`src/rtl/axi_line_refill.sv`:
```
// Cache line refill engine: one AXI4 INCR read burst per request, assembled into a full line.
// Bus errors, wrong IDs, early rlast and overlong bursts all flag the returned line as corrupt.
module axi_line_refill #(
    parameter int unsigned BEATS = 4,
    parameter logic [3:0]  ID    = 4'h1
) (
    input  logic                  aclk,
    input  logic                  aresetn,
    input  logic                  req_valid,
    output logic                  req_ready,
    input  logic [31:0]           req_addr,
    output logic                  resp_valid,
    input  logic                  resp_ready,
    output logic [64*BEATS-1:0]   resp_data,
    output logic                  resp_err,
    output logic [31:0]           araddr,
    output logic [3:0]            arid,
    output logic [7:0]            arlen,
    output logic [2:0]            arsize,
    output logic [1:0]            arburst,
    output logic                  arvalid,
    input  logic                  arready,
    input  logic [3:0]            rid,
    input  logic [63:0]           rdata,
    input  logic [1:0]            rresp,
    input  logic                  rlast,
    input  logic                  rvalid,
    output logic                  rready
);

    localparam int unsigned   CW        = (BEATS > 1) ? $clog2(BEATS) : 1;
    localparam logic [CW-1:0] LAST      = CW'(BEATS - 1);
    localparam logic [31:0]   LINE_MASK = 32'(8 * BEATS - 1);

    localparam logic [1:0] S_IDLE = 2'd0;
    localparam logic [1:0] S_AR   = 2'd1;
    localparam logic [1:0] S_R    = 2'd2;
    localparam logic [1:0] S_RESP = 2'd3;

    logic [1:0]          state_q, state_d;
    logic [31:0]         addr_q, addr_d;
    logic [64*BEATS-1:0] line_q, line_d;
    logic [CW-1:0]       cnt_q, cnt_d;
    logic                full_q, full_d;
    logic                err_q, err_d;
    logic                arvalid_q, arvalid_d;
    logic                rready_q, rready_d;
    logic                resp_valid_q, resp_valid_d;
    logic                beat_hs;

    assign beat_hs = rvalid && rready_q;

    always_comb begin
        state_d = state_q;
        addr_d  = addr_q;
        line_d  = line_q;
        cnt_d   = cnt_q;
        full_d  = full_q;
        err_d   = err_q;

        case (state_q)
            S_IDLE: begin
                if (req_valid) begin
                    state_d = S_AR;
                    addr_d  = req_addr & ~LINE_MASK;
                    line_d  = '0;
                    cnt_d   = '0;
                    full_d  = 1'b0;
                    err_d   = 1'b0;
                end
            end
            S_AR: begin
                if (arvalid_q && arready) state_d = S_R;
            end
            S_R: begin
                if (beat_hs) begin
                    // full_q marks slot BEATS-1 as written; later beats are dropped
                    if (full_q) begin
                        err_d = 1'b1;
                    end else begin
                        line_d[64*int'(cnt_q) +: 64] = rdata;
                        if (cnt_q == LAST) full_d = 1'b1;
                        else               cnt_d  = cnt_q + 1'b1;
                    end
                    if (rresp != 2'b00 || rid != ID) err_d = 1'b1;
                    if (rlast) begin
                        state_d = S_RESP;
                        if (full_q || cnt_q != LAST) err_d = 1'b1;
                    end
                end
            end
            default: begin
                if (resp_ready) state_d = S_IDLE;
            end
        endcase

        arvalid_d    = (state_d == S_AR);
        // rready rises one cycle after entering R, giving resp_valid at T+3+BEATS
        rready_d     = (state_q == S_R) && (state_d == S_R);
        resp_valid_d = (state_d == S_RESP);
    end

    always_ff @(posedge aclk) begin
        if (!aresetn) begin
            state_q      <= S_IDLE;
            addr_q       <= '0;
            line_q       <= '0;
            cnt_q        <= '0;
            full_q       <= 1'b0;
            err_q        <= 1'b0;
            arvalid_q    <= 1'b0;
            rready_q     <= 1'b0;
            resp_valid_q <= 1'b0;
        end else begin
            state_q      <= state_d;
            addr_q       <= addr_d;
            line_q       <= line_d;
            cnt_q        <= cnt_d;
            full_q       <= full_d;
            err_q        <= err_d;
            arvalid_q    <= arvalid_d;
            rready_q     <= rready_d;
            resp_valid_q <= resp_valid_d;
        end
    end

    assign req_ready  = (state_q == S_IDLE);
    assign araddr     = addr_q;
    assign arid       = ID;
    assign arlen      = 8'(BEATS - 1);
    assign arsize     = 3'b011;
    assign arburst    = 2'b01;
    assign arvalid    = arvalid_q;
    assign rready     = rready_q;
    assign resp_valid = resp_valid_q;
    assign resp_data  = line_q;
    assign resp_err   = err_q;

endmodule

```
`config.mk`:
```
export PLATFORM = sky130hd
export DESIGN_NAME = axi_line_refill
export DESIGN_NICKNAME = d
export VERILOG_FILES = /design/src/rtl/axi_line_refill.sv
export SDC_FILE = /design/constraint.sdc
export NUM_CORES = 1
export LEC_CHECK = 0
export BUFFER_PORTS_ARGS = -buffer_cell sky130_fd_sc_hd__buf_2
export CORE_MARGIN = 2
export CORE_UTILIZATION = 40
export DETAILED_ROUTE_END_ITERATION = 10
export PLACE_DENSITY = 0.66
export SLEW_MARGIN = 0
export SYNTH_ARGS = -nofsm -noshare
export SYNTH_HDL_FRONTEND = slang
export SYNTH_SLANG_ARGS = --single-unit
export TNS_END_PERCENT = 50
```
`constraint.sdc`:
```
create_clock -name aclk -period 2.3 [get_ports aclk]
set_input_delay 0.23 -clock aclk [delete_from_list [all_inputs] [get_ports aclk]]
set_output_delay 0.23 -clock aclk [all_outputs]
set_load 0.05 [all_outputs]
```
; Yosys cells after proc, flatten, opt, wreduce, memory -nomap -nowiden
; Index checks and enable logic that the tools add are counted.
[totals]
reg_bits = 292
in_bits = 109
output_inout_bits = 310
word_cells = 64
[classes]
addsub = 2
eq_ne = 12
n_shift = 2
n_mux = 27
n_reduce_logical = 12
[op_table]
columns = op, n
row1 = $mux W256, 3
row2 = $pmux W256 S2, 1
row3 = $bwmux W256, 1
row4 = $shift A64 B33 Y256 const A, 1
row5 = $shiftx A64 B33 Y256, 1
row6 = $neg A8 Y33, 1
row7 = $mux W2, 9
row8 = $ne A2 B2 Y1 const B, 5
row9 = $mux W1, 9
row10 = $eq A2 B2 Y1 const B, 4
row11 = $pmux W2 S3, 1
row12 = $reduce_and A5 Y1, 1
row13 = $eq A2 B1 Y1 const B, 2
row14 = $ne A4 B1 Y1 const B, 1
row15 = $pmux W1 S2, 2
row16 = $pmux W2 S2, 1
row17 = $reduce_and A4 Y1, 1
row18 = $reduce_bool A2 Y1, 2
row19 = $logic_and A1 B1 Y1, 3
row20 = $reduce_and A3 Y1, 1
row21 = $add A2 B1 Y2 const B, 1
row22 = $logic_not A2 Y1, 1
row23 = $logic_or A1 B1 Y1, 2
row24 = $reduce_and A2 Y1, 1

; Logic depth before layout (Yosys ltp)
; Gate-level depths: netlist (run 1).
[logic_depth]
word_depth = 7
depth_mapped = 7

; Worst setup path after synthesis (run 1)
; Ideal clock, no wire load.
[synth_timing]
kind = flip-flop to flip-flop
startpoint = reg cnt_q[0]
endpoint = reg line_q[4] (netlist: resp_data[4])
setup_time_ps = 72
arrival_time_ps = 1868
required_ps = 2228
setup_slack_ps = 360
stages_incl_launch_ff = 8
n_path_buf = 2
synth_period_minus_slack_ps = 1940
path_cell_list = dfxtp_1 -> inv_1 -> ha_1 -> and3b_1 -> clkbuf_1 -> clkbuf_1 -> nand4_1 -> mux2i_1
[synth_via]
elab_chain_len = 6
elab_cells_between_ends = 7
cone_classes = add/sub: 1 / shift: 2 / mux: 4
[synth_rtl]
columns = element, line_no
row1 = from (decl), 43  ; logic [CW-1:0] cnt_q, cnt_d;
row2 = from (signal assigned), 118  ; cnt_q <= cnt_d;
row3 = $neg A8 Y33 (*), 81  ; line_d[64*int'(cnt_q) +: 64] = rdata;
row4 = $shiftx A64 B33 Y256 / $shift A64 B33 Y256 (equally long branches), 81
row5 = $bwmux W256 (*), 81
row6 = $mux W256 (*), 78  ; if (full_q) begin
row7 = $mux W256 (*), 76  ; if (beat_hs) begin
row8 = $pmux W256 S2 (*), 61  ; case (state_q)
row9 = to (signal assigned), 117  ; line_q <= line_d;
row10 = to (decl), 42  ; logic [64*BEATS-1:0] line_q, line_d;
; Mark *: on every way between the ends. The rest lies on a longest branch, timed or not. The select of a mux whose other input is x is not followed.
; A chain may end at the register's enable or synchronous reset.

; Final worst setup path (run 1)
[layout_timing]
startpoint = reg cnt_q[0]
endpoint = reg line_q[241] (netlist: resp_data[241])
; The elaborated chain is that of the path after synthesis.

==> results by group, run 1 <==
Detailed routing
  – Post-detailed-route via-to-cell ratio: around 5.4
  – Wire length reported by the detailed router: 39,540 um
  – DRC viols: 0
  – Antenna-violating nets left: 0
  – DRT Pass-1 Iters: 5
  – DRC violation total after the first TritonRoute iteration: 778
  – Routed wire per std cell: 18.63 um
  – Overall via count from detail_route: 11,390

Clocking
  – Clk sink count: 292
  – Clock latency on the worst-skew pair: about 500 ps
  – Register clock-pin slew on the reported worst setup and hold paths: roughly 60 ps
  – Maximum clock path buffer count: 3
  – Number of H-tree levels: 2
  – CTS tree: done
  – Cell at the root of the clock tree: clkbuf_16
  – Number of buffers created by CTS: 34
  – Post-CTS setup repair buffer count: 0

Min path
  – Worst hold path class: in2reg
  – Cell depth of the worst min-delay path: 2

Worst setup path
  – Number of gates on the worst path with buffers counted: 6
  – Critical path capture point type: flip-flop
  – Cells on worst reg2reg path: 6
  – Element type at the critical path start: flip-flop
  – Cell with the biggest individual delay on the critical path: dfxtp_2
  – Largest fanout on the critical path: 73
  – Stage delay of the slowest cell on the critical path: around 450 ps
  – Buf/Inv on CP: 2
  – Cells traversed along the worst timing path: inv_1 > ha_1 > and4bb_4 > buf_12 > nand4_1 > mux2i_1
  – Data required time at the worst endpoint: 2720 ps
  – Data arrival time of the critical path: 2410 ps
  – Top Family by Delay on Critical Path: simple AND/OR/NAND/NOR gates
  – WS Path Type: reg2reg

Logic synthesis
  – Most common library cells after synthesis: nand2_1 (294), dfxtp_1 (292), mux2i_1 (234)
  – Area share of the leading cell type in the synthesized netlist: 47.20%
  – Leading area contributor after synthesis: dfxtp_1
  – Sequential fraction of the synthesis area: 47.20%
  – Leading cell types by total area after synthesis: dfxtp_1 (47%), mux2i_1 (19%), nand2_1 (8.9%), nand4_1 (8.6%), clkbuf_1 (2.9%)
  – Dominant cell by count in the synthesized netlist: nand2_1
  – Number of distinct library cells after synthesis: 45
  – Most instantiated flip-flop cell in the synthesis netlist: dfxtp_1
  – Number of enable flip-flop cells after synthesis: 0
  – Flip-flop and latch count after synthesis: roughly 290
  – Synthesized netlist cell count: roughly 1,300
  – Total of warnings raised by yosys: 0
  – Share of synthesized flip-flops with an asynchronous set or reset: 0%
  – Average size of a mapped cell: 9.347 um^2
  – Post-synthesis instance area: 12,380 um^2

Floorplanning
  – Effective utilization at floorplan: roughly two fifths
  – Count of boundary I/O pins: between 400 and 500
  – Standard cell core area: 30,510 um^2
  – Horizontal die dimension: 180.0 um
  – Die H: 180.0 um
  – Die area: 32,380 um^2
  – Row count: 64

Place
  – Post-detail-place hpwl: 24,660 um
  – Worst slack after detailed placement: a little under 200 ps
  – Placer congestion estimate: between 0.8 and 0.9
  – Input/output buffers: approximately 400

Global routing
  – Maximum number of pins on one net before global-route repair: 163
  – Global Route Usage Sum: a little under a quarter
  – Number of global-route vias before repair: approximately 11,000
  – Total grt overflow: 0
  – Antenna violations before repair: 1
  – Global-route wire length before repair: 61,910 um

Timing
  – Pins over their slew limit: 0
  – Number of endpoints failing setup at the final stage: 0
  – Setup_tns: 0 ps
  – Final hold vios: 0
  – Final period demand of the worst path: 1989 ps
  – Slew margin rel.: about half
  – Unrepaired setup endpoints after global routing: false
  – Maximum achievable frequency: between 500 and 600 MHz
  – Period utilisation layout: 86.46%
  – Worst Slack Setup Final: 311.4 ps
  – Tightest Pin Transition: 739.9 ps
  – Setup skew after layout: 10.90 ps

Pwr
  – Pleak: about 0.0072 uW
  – Areal power density over the cells: between 700 and 800 nW/um^2
  – Peak VDD IR: 0.0006166 V

Flow run
  – Count of maximum capacitance violations: 0

Status
  – Outcome: finished, final reports clean

Finish
  – Share of layout cells above drive strength 1: 28.70%
  – Final-stage net count: 1,814
  – Fillers: 2,800
  – Synth-to-layout area growth: 31.77%
state kept, by name (all words and copies together) (netlist names):
signal	flops
resp_err	1
resp_valid	1
cnt_q	2
resp_data	256
rready	1
araddr	27
full_q	1
arvalid	1
state_q	2
layer usage:
layer	track usage (%)	up-vias	part of all wire (%)
li1	-	5381	-
met1	30.72	5485	43
met2	38.44	443	47
met3	4.234	84	6.7
met4	7.902	0	3.3
met5	0	-	0
layout make-up:
type	instances	area, um^2	share of cell area [%]
Sequential cell	292	5847	35.83
Inverter	8	30.03	0.1840
Timing Repair Buffer	480	3020	18.51
Antenna cell	1	2.502	0.01533
Clock buffer	55	1054	6.456
Tap cell	396	495.5	3.036
Multi-Input combinational cell	883	5783	35.44
Clock inverter	7	87.58	0.5367
path summary, 6_finish.rpt:
check / start / endpoint / slack (ps)
max: cnt_q[0]$_SDFFE_PN0P_ / resp_data[241]$_SDFFE_PN0P_ / 310
min: rdata[19] / resp_data[147]$_SDFFE_PN0P_ / 20
max reg2reg: cnt_q[0]$_SDFFE_PN0P_ / resp_data[241]$_SDFFE_PN0P_ / 310
min reg2reg: araddr[15]$_SDFFE_PN0P_ / araddr[15]$_SDFFE_PN0P_ / 450
report_power, final:
group | switching, uW | total, uW | leakage, uW | internal, uW
registers | 27.4 | 5130 | 0.00236 | 5100
logic | 837 | 1280 | 0.00432 | 439
clock network | 2100 | 5460 | 0.000557 | 3360
worst register-to-register path: stages, from the launching register on:
cell      delay (ps)
dfxtp_2          450
inv_1            120
ha_1             260
and4bb_4         390
buf_12           300
nand4_1          220
mux2i_1          180
cell usage in the layout, fill, tap and decap left out, drive strengths merged, types with 4 or more instances in the layout:
| cell | synthesis | layout |
|---|---|---|
| ha | 6 | 6 |
| nand3 | 65 | 65 |
| a221oi | 4 | 4 |
| clkinv | 0 | 4 |
| clkbuf | 97 | 55 |
| nand4 | 170 | 170 |
| nand2 | 294 | 294 |
| a22o | 22 | 22 |
| inv | 8 | 8 |
| dlygate4sd3 | 0 | 54 |
| conb | 2 | 22 |
| dfxtp | 292 | 292 |
| buf | 65 | 426 |
| a21oi | 30 | 30 |
| mux2i | 234 | 234 |
repair_timing:
action                                  CTS  global route
endpoints found under the hold margin    69             0
hold buffers                             54             0
gates resized for setup                   0             1
endpoints found under the setup margin    0             2
kinds of logic (layout without fill, tap and decap cells):
family          Yosys count  after routing  share of synthesized area (%)
flops                   292            292                          47.20
other cells               2             23                        0.06064
simple gates            557            557                          21.92
fa+ha+maj                 6              6                         0.6062
mux                     234            234                          18.91
buf+inv                 170            550                          7.436
compound gates           64             64                          3.859
stage by stage:
step                power [uW]  hold slack [ps]  area, um^2  utilization, %  std cells
detailed placement        6438            443.0       14630           47.97       2005
finish                   11870            23.74       16320           53.49       2122
floorplan                 6104            336.3       12460               -       1345
global placement          6433            438.9       14630           47.97       2005
global route             12270            13.03       16320           53.49       2122
CTS                      12000          0.09959       16320           53.48       2121
Note: power is estimated with default switching activity, not from simulation.
==> run 2, diff against run 1 <==
CORE_AREA = 2 2 164 166   (was default)
CORE_MARGIN = default   (was 2)
CORE_UTILIZATION = default   (was 40)
DIE_AREA = 0 0 166 168   (was default)
PLACE_DENSITY = 0.76   (was 0.66)
==> run 2 against run 1 <==
  * Clock-buffer cell count is 12 lower
  * Largest power group is now sequential cells
  * Final cell count is 0.75% lower
  * Clock skew is 3.1 ps higher
  * Clock power is 6.8% lower
  * Design area is 1.8% higher
  * First-iteration DRC count is 34% higher
  * Sequential share of layout area is 0.63 points lower
  * Sequential power hardly changed
  * Hold slack better by 6.7 ps
  * Non-clock buffer count is 45 higher
  * Critical path type unchanged
  * Critical path depth stayed put
==> results by group, run 2 (same netlist as run 1, synthesis figures left out) <==
Detailed routing
  – Wire length reported by the detailed router: 38,970 um
  – Post-detailed-route via-to-cell ratio: 5.546
  – DRC viols: 0
  – DRT Pass-1 Iters: 5
  – Antenna-violating nets left: 0
  – DRC violation total after the first TritonRoute iteration: 1,043
  – Overall via count from detail_route: 11,680
  – Routed wire per std cell: 18.51 um

Floorplanning
  – Horizontal die dimension: roughly 170 um
  – Row count: 60
  – Standard cell core area: 26,350 um^2
  – Effective utilization at floorplan: between 40% and 50%
  – Die H: 168 um
  – Count of boundary I/O pins: roughly 420
  – Die area: 27,890 um^2

Place
  – Post-detail-place hpwl: 24,070 um
  – Input/output buffers: a little under 400
  – Placer congestion estimate: ~0.84
  – Worst slack after detailed placement: 413.7 ps
  – Placed cell areas: 14,620 um^2

Timing
  – Slew margin rel.: about 55%
  – Number of endpoints failing setup at the final stage: 0
  – Setup skew after layout: between 10 and 15 ps
  – Pins over their slew limit: 0
  – Period utilisation layout: 85.35%
  – Unrepaired setup endpoints after global routing: false
  – Final hold vios: 0
  – Worst Slack Setup Final: 337.1 ps
  – Maximum achievable frequency: ~500 MHz
  – Final period demand of the worst path: 1963 ps
  – Setup_tns: 0 ps
  – Tightest Pin Transition: 676.3 ps

Global routing
  – Number of global-route vias before repair: 11,280
  – Maximum number of pins on one net before global-route repair: 159
  – Total grt overflow: 0
  – Antenna violations before repair: 0
  – Global-route wire length before repair: slightly above 60,000 um
  – Global Route Usage Sum: 26.48%

Worst setup path
  – Largest fanout on the critical path: 31
  – Data required time at the worst endpoint: 2770 ps
  – Internal reg-to-reg setup slack: 340 ps
  – Element type at the critical path start: flip-flop
  – Critical path capture point type: flip-flop
  – Data arrival time of the critical path: 2430 ps
  – WS Path Type: reg2reg

Clocking
  – Number of buffers created by CTS: 31
  – Clk sink count: 292
  – Clock latency on the worst-skew pair: ~550 ps
  – Number of H-tree levels: 1
  – Resized Gates After CTS: 0
  – Cell at the root of the clock tree: clkbuf_16
  – Post-CTS setup repair buffer count: 0
  – Maximum clock path buffer count: 3
  – CTS tree: done
  – Register clock-pin slew on the reported worst setup and hold paths: about 70 ps

Pwr
  – Areal power density over the cells: between 600 and 700 nW/um^2
  – Peak VDD IR: between 0.0006 and 0.0007 V
  – Pleak: 0.007397 uW
  – Overall power: 11,540 uW

Finish
  – Share of layout cells above drive strength 1: 28.44%
  – Antenna Cells: 0
  – Synth-to-layout area growth: 34.12%
  – Top library cells by usage in the layout, fill and taps aside: buf_2 (390), nand2_1 (294), dfxtp_1 (292)
  – Most common cell after layout, fill and taps aside: buf_2
  – Post-layout instance area: 16,610 um^2
  – Flip-flop count of the largest register, all copies and words added: 256
  – Fillers: roughly 2,100
  – Final-stage net count: about 1,900
  – Final design utilization: a little over three fifths

Status
  – Outcome: finished, final reports clean

Flow run
  – Count of maximum capacitance violations: 0

Min path
  – Worst hold path class: in2reg
==> run 2: final cells by class <==
| class | instances | area (um^2) | share of cell area (%) |
|---|---|---|---|
| clock inverters | 14 | 152.6 | 0.9190 |
| inverters | 8 | 30.03 | 0.1808 |
| clock buffers | 43 | 900.9 | 5.424 |
| flip-flops and latches | 292 | 5846 | 35.19 |
| well taps | 341 | 426.7 | 2.569 |
| repair buffers | 525 | 3471 | 20.90 |
| multi-input cells | 883 | 5783 | 34.82 |
==> run 2: worst paths after layout <==
| path | from | to | cells past startpoint |
|---|---|---|---|
| hold reg to reg | araddr[17]$_SDFFE_PN0P_ | araddr[17]$_SDFFE_PN0P_ | 2 |
| setup / recovery | cnt_q[1]$_SDFFE_PN0P_ | resp_data[111]$_SDFFE_PN0P_ | 6 |
| hold / removal | rdata[63] | resp_data[127]$_SDFFE_PN0P_ | 3 |
| setup reg to reg | cnt_q[1]$_SDFFE_PN0P_ | resp_data[111]$_SDFFE_PN0P_ | 6 |
==> run 2: what timing repair did <==
item / CTS / global route
endpoints found under the hold margin: 265 / 0
setup endpoints to repair: 0 / 0
hold buffers: 94 / 0
==> run 2: per-stage QoR <==
step	hold WS (ps)	cells
detailed placement	442.5	1955
global placement	439.9	1955
floorplan	336.3	1345
finish	30.39	2106
CTS	15.61	2106
global route	48.79	2106
==> run 2: critical path, cell delays in order (launching register included) <==
cell     delay (ps)
dfxtp_1         400
inv_1           100
ha_1            380
and3_2          250
buf_4           380
nand3_1         180
mux2i_1         180
==> run 2: per-layer routing <==
layer | vias to the layer above | part of all wire [%] | global-route usage, % | wire, um
li1 | 5468 | - | - | -
met1 | 5569 | 40 | 33.43 | 15690
met2 | 535 | 48 | 44.92 | 18880
met3 | 108 | 7.4 | 4.843 | 2896
met4 | 0 | 3.9 | 10.74 | 1503
met5 | - | 0 | 0 | 0
==> run 2: power breakdown <==
| group | switching [uW] | internal [uW] |
|---|---|---|
| sequential | 28.1 | 5100 |
| clock | 2030 | 3060 |
| combinational | 841 | 482 |
